--- src/rtl/hazard_ctrl_pkg.sv ---
// Shared types and constants for the pipeline hazard sequencer.
// Latency: n/a (declarations only).
// Backpressure: n/a.
package hazard_ctrl_pkg;

   localparam logic [1:0] FWD_REG = 2'b00;
   localparam logic [1:0] FWD_MEM = 2'b10;
   localparam logic [1:0] FWD_WB  = 2'b01;

   typedef struct packed {
      logic [4:0] rd;
      logic [4:0] rs1;
      logic [4:0] rs2;
      logic       rw;
      logic       mr;
   } stage_t;

   localparam stage_t BUBBLE = '0;

   typedef enum logic [1:0] {
      ADV_HOLD,
      ADV_BUBBLE,
      ADV_LOAD
   } adv_t;

   // x0 is hardwired, so a producer of x0 never creates a dependency.
   function automatic logic reg_match(input logic [4:0] r, input logic [4:0] s, input logic use_s);
      return (r != 5'd0) && (r == s) && use_s;
   endfunction

endpackage

--- src/rtl/fwd_unit.sv ---
// Forwarding select for one EX operand; EX/MEM beats MEM/WB.
// Latency: combinational.
// Backpressure: none.
module fwd_unit
   import hazard_ctrl_pkg::*;
(
   input  logic [4:0] ex_rs,
   input  logic [4:0] mem_rd,
   input  logic       mem_rw,
   input  logic [4:0] wb_rd,
   input  logic       wb_rw,
   output logic [1:0] fwd
);

   always_comb begin
      fwd = FWD_REG;
      if (mem_rw && reg_match(mem_rd, ex_rs, 1'b1)) begin
         fwd = FWD_MEM;
      end else if (wb_rw && reg_match(wb_rd, ex_rs, 1'b1)) begin
         fwd = FWD_WB;
      end
   end

endmodule

--- src/rtl/hazard_ctrl.sv ---
// Pipeline sequencer: stall/flush/bubble/freeze, PC select and EX forwarding.
// Latency: controls combinational from shadows + ID inputs; shadows update each clock.
// Backpressure: dmem_busy_i freezes all shadows and holds PC and IF/ID.
module hazard_ctrl
   import hazard_ctrl_pkg::*;
#(
   parameter int CNT_W = 16
) (
   input  logic             clk_i,
   input  logic             rst_i,
   input  logic             start_i,
   input  logic [4:0]       id_rs1_i,
   input  logic [4:0]       id_rs2_i,
   input  logic             id_use_rs1_i,
   input  logic             id_use_rs2_i,
   input  logic [4:0]       id_rd_i,
   input  logic             id_regwrite_i,
   input  logic             id_memread_i,
   input  logic             id_branch_i,
   input  logic             id_branch_taken_i,
   input  logic             dmem_busy_i,
   output logic             pc_write_o,
   output logic             pc_sel_o,
   output logic             if_stall_o,
   output logic             if_flush_o,
   output logic             noop_o,
   output logic             freeze_o,
   output logic [1:0]       fwd_a_o,
   output logic [1:0]       fwd_b_o,
   output logic [CNT_W-1:0] stall_cnt_o
);

   logic             started_q;
   stage_t           ex_q;
   logic [4:0]       mem_rd_q;
   logic             mem_rw_q;
   logic             mem_mr_q;
   logic [4:0]       wb_rd_q;
   logic             wb_rw_q;
   logic [CNT_W-1:0] stall_cnt_q;

   logic   ex_hit;
   logic   mem_hit;
   logic   load_use;
   logic   br_hz;
   logic   hz;
   logic   br_taken;
   adv_t   adv;
   stage_t id_stage;

   assign ex_hit   = reg_match(ex_q.rd, id_rs1_i, id_use_rs1_i) ||
                     reg_match(ex_q.rd, id_rs2_i, id_use_rs2_i);
   assign mem_hit  = reg_match(mem_rd_q, id_rs1_i, id_use_rs1_i) ||
                     reg_match(mem_rd_q, id_rs2_i, id_use_rs2_i);
   assign load_use = ex_q.mr && ex_hit;
   // Branches compare in ID, so an ALU result still in EX or a load still in MEM is too late.
   assign br_hz    = id_branch_i && ((ex_q.rw && ex_hit) || (mem_mr_q && mem_hit));
   assign hz       = load_use || br_hz;
   assign br_taken = id_branch_i && id_branch_taken_i;

   always_comb begin
      id_stage.rd  = id_rd_i;
      id_stage.rs1 = id_use_rs1_i ? id_rs1_i : 5'd0;
      id_stage.rs2 = id_use_rs2_i ? id_rs2_i : 5'd0;
      id_stage.rw  = id_regwrite_i && !br_taken;
      id_stage.mr  = id_memread_i;
   end

   always_comb begin
      pc_write_o = 1'b0;
      pc_sel_o   = 1'b0;
      if_stall_o = 1'b0;
      if_flush_o = 1'b0;
      noop_o     = 1'b0;
      freeze_o   = 1'b0;
      adv        = ADV_HOLD;
      if (!started_q) begin
         if_stall_o = 1'b1;
         noop_o     = 1'b1;
      end else if (dmem_busy_i) begin
         freeze_o   = 1'b1;
         if_stall_o = 1'b1;
      end else if (hz) begin
         if_stall_o = 1'b1;
         noop_o     = 1'b1;
         adv        = ADV_BUBBLE;
      end else if (br_taken) begin
         pc_sel_o   = 1'b1;
         pc_write_o = 1'b1;
         if_flush_o = 1'b1;
         adv        = ADV_LOAD;
      end else begin
         pc_write_o = 1'b1;
         adv        = ADV_LOAD;
      end
   end

   always_ff @(posedge clk_i or negedge rst_i) begin
      if (!rst_i) begin
         started_q   <= 1'b0;
         ex_q        <= BUBBLE;
         mem_rd_q    <= 5'd0;
         mem_rw_q    <= 1'b0;
         mem_mr_q    <= 1'b0;
         wb_rd_q     <= 5'd0;
         wb_rw_q     <= 1'b0;
         stall_cnt_q <= '0;
      end else begin
         started_q <= started_q | start_i;
         if (started_q && !pc_write_o && (stall_cnt_q != '1)) begin
            stall_cnt_q <= stall_cnt_q + 1'b1;
         end
         if (adv != ADV_HOLD) begin
            ex_q     <= (adv == ADV_BUBBLE) ? BUBBLE : id_stage;
            mem_rd_q <= ex_q.rd;
            mem_rw_q <= ex_q.rw;
            mem_mr_q <= ex_q.mr;
            wb_rd_q  <= mem_rd_q;
            wb_rw_q  <= mem_rw_q;
         end
      end
   end

   assign stall_cnt_o = stall_cnt_q;

   fwd_unit u_fwd_a (
      .ex_rs  (ex_q.rs1),
      .mem_rd (mem_rd_q),
      .mem_rw (mem_rw_q),
      .wb_rd  (wb_rd_q),
      .wb_rw  (wb_rw_q),
      .fwd    (fwd_a_o)
   );

   fwd_unit u_fwd_b (
      .ex_rs  (ex_q.rs2),
      .mem_rd (mem_rd_q),
      .mem_rw (mem_rw_q),
      .wb_rd  (wb_rd_q),
      .wb_rw  (wb_rw_q),
      .fwd    (fwd_b_o)
   );

endmodule
--- config.mk ---
export PLATFORM = sky130hd
export DESIGN_NAME = hazard_ctrl
export DESIGN_NICKNAME = d
export VERILOG_FILES = /design/src/rtl/hazard_ctrl_pkg.sv /design/src/rtl/fwd_unit.sv /design/src/rtl/hazard_ctrl.sv
export SDC_FILE = /design/constraint.sdc
export NUM_CORES = 1
export LEC_CHECK = 0
export CORE_MARGIN = 10
export CORE_UTILIZATION = 35
export DETAILED_ROUTE_END_ITERATION = 10
export GPL_ROUTABILITY_DRIVEN = 1
export MAX_ROUTING_LAYER = met4
export PLACE_DENSITY = 0.55
export SLEW_MARGIN = 20
export SYNTH_ARGS = -nofsm -noshare
export SYNTH_HDL_FRONTEND = slang
export SYNTH_SLANG_ARGS = --single-unit
--- constraint.sdc ---
create_clock -name clk_i -period 3.35 [get_ports clk_i]
set_input_delay 0.5025 -clock clk_i [delete_from_list [all_inputs] [get_ports clk_i]]
set_output_delay 0.5025 -clock clk_i [all_outputs]
set_load 0.1 [all_outputs]
* Word level (Yosys, flattened, before mapping)
Index checks and enable logic that the tools add are counted.
Word-level totals: output and inout bits 26, register bits 47, bits of input ports 25, word-level logic and storage cells 82
Operators by class: bitwise operators 1, reductions and logical operators 34, equality and inequality tests 10, mux-type cells 24, add/subtract/negate cells 1
Operators with widths (number):
- 5-bit == test | 8
- 1-bit logical AND | 24
- 17-bit two-way mux | 1
- 16-bit by 1-bit adder with 16-bit output (second input constant) | 1
- 1-bit two-way mux | 16
- 16-bit inequality test (second input constant) | 1
- 5-bit nonzero test | 3
- 2-bit two-way mux | 5
- 5-bit two-way mux | 2
- 1-bit logical OR | 4
- 2-bit by 1-bit == test with 1-bit output (second input constant) | 1
- 1-bit zero test | 2
- 2-bit nonzero test | 1
- 1-bit bitwise OR | 1

* Depth between registers and ports, before layout
word-level depth 14, depth in mapped cells 9, gate-level depth less buffers 7

* Cells and area by module
A second synthesis with hierarchy kept.
Second synthesis, totals: cell total of the unflattened synthesis 227, area, all modules 2542.4 sq um
By module, submodules not included:
- hazard_ctrl | area an instance 2239.6 sq um, seq. area each 1176.1 sq um, instances 1, cells an instance 187
- fwd_unit | area an instance 151.4 sq um, seq. area each 0.0 sq um, instances 2, cells an instance 20

* Worst setup path before layout
Ideal clock, no wire load.
kind reg-to-output, from register mem_rd_q[3], to output fwd_a_o[0], slack -2.869 ns, cell stages (with the launch flop) 6, arrival time 5.716 ns, path buffers 1, required time 2.847 ns, cells stage by stage dfrtp_1 > buf_2 > xnor2_1 > nand3_1 > nor4_1 > nor4_1
On the way: word-level cells in the longest chain between the ends 4, elaborated cells between the ends (all ways) 5, those cells by class eq/ne (1); mux (1); reduce/logical (3)
Ends and longest elaborated chain:
- start, declared | RTL line hazard_ctrl.sv:35 | logic [4:0] mem_rd_q;
- start signal, assigned | RTL line hazard_ctrl.sv:115 | mem_rd_q <= ex_q.rd;
- 5-bit == test / 5-bit nonzero test (equally long branches) | RTL line hazard_ctrl_pkg.sv:28 | return (r != 5'd0) && (r == s) && use_s;
- 1-bit logical AND * | RTL line hazard_ctrl_pkg.sv:28
- 1-bit logical AND * | RTL line fwd_unit.sv:17 | if (mem_rw && reg_match(mem_rd, ex_rs, 1'b1)) begin
- 2-bit two-way mux * | RTL line fwd_unit.sv:17
- end, declared | RTL line hazard_ctrl.sv:28 | output logic [1:0] fwd_a_o,
Every way passes the cells marked *; elsewhere a longest branch is shown, timed or not.

* Final worst setup path
from input id_rs2_i[0], to output if_flush_o
On the way: word-level cells in the longest chain between the ends 11, elaborated cells between the ends (all ways) 17, those cells by class eq/ne (2); mux (3); reduce/logical (12)
Ends and longest elaborated chain:
- start, declared | RTL line hazard_ctrl.sv:13 | input logic [4:0] id_rs2_i,
- 5-bit == test | RTL line hazard_ctrl_pkg.sv:28
- 1-bit logical AND (2 in a row) | RTL line hazard_ctrl_pkg.sv:28
- 1-bit logical OR (on tied branches) | RTL line hazard_ctrl.sv:51, hazard_ctrl.sv:53
- 1-bit logical AND | RTL line hazard_ctrl.sv:57 | assign br_hz = id_branch_i && ((ex_q.rw && ex_hit) || (mem_mr_q && mem_hit));
- 1-bit logical OR | RTL line hazard_ctrl.sv:57
- 1-bit logical AND | RTL line hazard_ctrl.sv:57
- 1-bit logical OR * | RTL line hazard_ctrl.sv:58 | assign hz = load_use || br_hz;
- 1-bit two-way mux * | RTL line hazard_ctrl.sv:83 | end else if (hz) begin
- 1-bit two-way mux * | RTL line hazard_ctrl.sv:80 | end else if (dmem_busy_i) begin
- 1-bit two-way mux * | RTL line hazard_ctrl.sv:77 | if (!started_q) begin
- end, declared | RTL line hazard_ctrl.sv:25 | output logic if_flush_o,
Marks and branches as above.

==> results_dict.tcl <==
set metrics [dict create \
    chipHeight_um 105 \
    setup_viol 0 \
    syn_area_sq_mm 0.00254 \
    ys_ff_latch 47 \
    worst_setup_path_end_kind "primary output" \
    drt-wirelength-per-cell_um 16.8 \
    hold_class "primary input to async pin" \
    slew_headroom_pct 33.6 \
    final_cell_mix "dfrtp_1 (47), clkdlybuf4s50_1 (36), xnor2_1 (29)" \
    synth_xor_area_share_pct 18.9 \
    r2r_slack_ns 1.04 \
    drc_errors 0 \
    tightestPinTransition_ns 0.992 \
    syn_area_per_cell_sq_um 11.4 \
    worstPathRequired_ns 2.85 \
    grt_pass1_wl_mm 10.2 \
    die_x_um 105 \
    ys.flop_type "dfrtp_1" \
    ir_drop_v 0.000555 \
    p_total_w 0.00214 \
    vias_per_cell 4.98 \
    rows 31 \
    drv_slew 0 \
    clkTransAtPathRegs_ns 0.08 \
    drt_pass1_iterations 4 \
    synth-edff-count 0 \
    synth-adder-area-share_pct 0.492 \
    initial_core_util_pct 35.4 \
    dpl.hpwl_mm 4.64 \
    period_minus_slack_ns 2.98 \
    yosys_warnings 0 \
    cts_hold_buf 0 \
    worstSetupPathType "primary input to primary output" \
    clk_path_buf_depth 2 \
    routed_wl_mm 6.20 \
    cts_tree "yes" \
    power_leakage_nw 1.33 \
    grt_usage_pct 11.6 \
    power_density_mw_per_mm2 656 \
    clock-sinks 47 \
    final_common_cell "dfrtp_1" \
    post-route-period-util_pct 89.0 \
    status "completed" \
    coreArea_sq_mm 0.00718 \
    critPathLaunchType "primary input" \
    setup_ws_ns 0.368 \
    worstSetupStartpoint "id_rs2_i[0]" \
    io_pins 51 \
    htree_num_levels 2 \
    async_flop_share_pct 100 \
    vias 1843 \
    drive_gt1_share_pct 21.0 \
    maxCapViolCount 0 \
    dp.cells 363 \
    area_growth_pct 28.5 \
    rsz0062_at_grt "no" \
    gp_congestion 0.822 \
    drtIter0Drc 49 \
    final_area_sq_mm 0.00327 \
    yosys.area_share.simple_pct 15.1 \
    tns_ns 0 \
    cts_setup_buffers 0 \
    grt_pass1_vias 2027 \
    dp_slack_ns 0.386 \
    muxShareOfSynthArea_pct 6.35 \
    finClkSkew_ns 0.00302 \
    clk_latency_ns 0.29 \
    critical_path.max_fanout 3 \
    nets 297 \
    synth_top_family_by_area "XOR/XNOR gates" \
    syn-num-nets 249 \
    synth_cell_types 43 \
    ant_nets 0 \
    max_freq_ghz 0.335 \
    numPortBuffers 50 \
    cts_root_buf "clkbuf_8" \
    timing.rr.end "stall_cnt_o[1]$_DFFE_PN0P_" \
    num_antenna_cells 0 \
    antenna_found_initial 0 \
    netlist_instances 223 \
    worst_r2r_path_depth 7 \
    synth_compound_area_share_pct 9.49 \
    crit_arrival_ns 2.48 \
    place_area_sq_mm 0.00318 \
    cts-resized-gates 0 \
    stdcell_count 370 \
    hold_violations 0 \
    fp.dieArea_sq_mm 0.0111 \
    ys_seq_area_share_pct 46.2 \
    gr-total-overflow 0 \
    r2r_start "mem_rd_q[1]$_DFFE_PN0P_" \
    cts_made_buffers 5 \
    grt_max_degree 48 \
]
power by group:
group          internal [W]  switching [W]
logic              0.000303       0.000663
registers          0.000673       0.000159
clock network      0.000162       0.000185
total               0.00114        0.00101
critical path, stage by stage:
cell and delay, ns:
clkdlybuf4s50_1 0.52, xnor2_1 0.17, nand4_1 0.09, o22ai_1 0.15, a221oi_2 0.43, clkinvlp_4 0.24, nor2_4 0.18, buf_12 0.19
worst max path at each step:
stage,to,slack [ns]
floorplan,fwd_a_o[0],-1.16
global placement,if_flush_o,0.41
detailed placement,if_flush_o,0.39
CTS,if_flush_o,0.38
global route,if_flush_o,0.32
finish,if_flush_o,0.37
final cells by class:
type | instances | area [sq um]
clock buffers | 6 | 82.6
clock inverters | 1 | 5.00
fillers | 706 | 3910
inverters | 2 | 11.3
multi-input cells | 162 | 1320
flip-flops and latches | 47 | 1180
well taps | 99 | 124
repair buffers | 53 | 551
synthesized netlist by cell type (3+ instances only):
cell     instances  area (sq um)
nand2_1         14          52.6
buf_2            4          20.0
nor3_1           9          45.0
a22o_1          16           140
nand3_1          8          40.0
buf_6            3          33.8
xnor2_1         29           254
nor4_1           5          31.3
dfrtp_1         47          1180
nor4_2           3          37.5
nand4_1          4          25.0
xor2_1          26           228
nor2_1           5          18.8
mux2_2          13           146
layer usage:
metal  up-vias  routed length [um]  GRT usage, %
met3         7                 228          2.74
met2        40                3120          19.6
met5         -                   0             -
li1        887                   -             -
met1       909                2800          13.7
met4         0                  47          2.65
state kept, by name, indices dropped and copies added, names as in the netlist:
| signal | cells |
|---|---|
| ex_q | 17 |
| mem_mr_q | 1 |
| mem_rd_q | 5 |
| mem_rw_q | 1 |
| stall_cnt_o | 16 |
| started_q | 1 |
| wb_rd_q | 5 |
| wb_rw_q | 1 |
kinds of logic after synthesis:
logic type | Yosys count
adders and majority gates | 1
AOI/OAI and AO/OA | 27
buffers and inverters | 14
muxes | 14
xor gates and xnor gates | 55
DFF | 47
and+or+nand+nor | 65
per-stage QoR:
step                hold slack, ns  utilization (%)
floorplan                    0.207                -
global placement             0.484             44.3
detailed placement           0.473             44.3
CTS                          0.446             45.5
global route                 0.258             45.6
finish                       0.217             45.6
(Power assumes the default switching activity.)
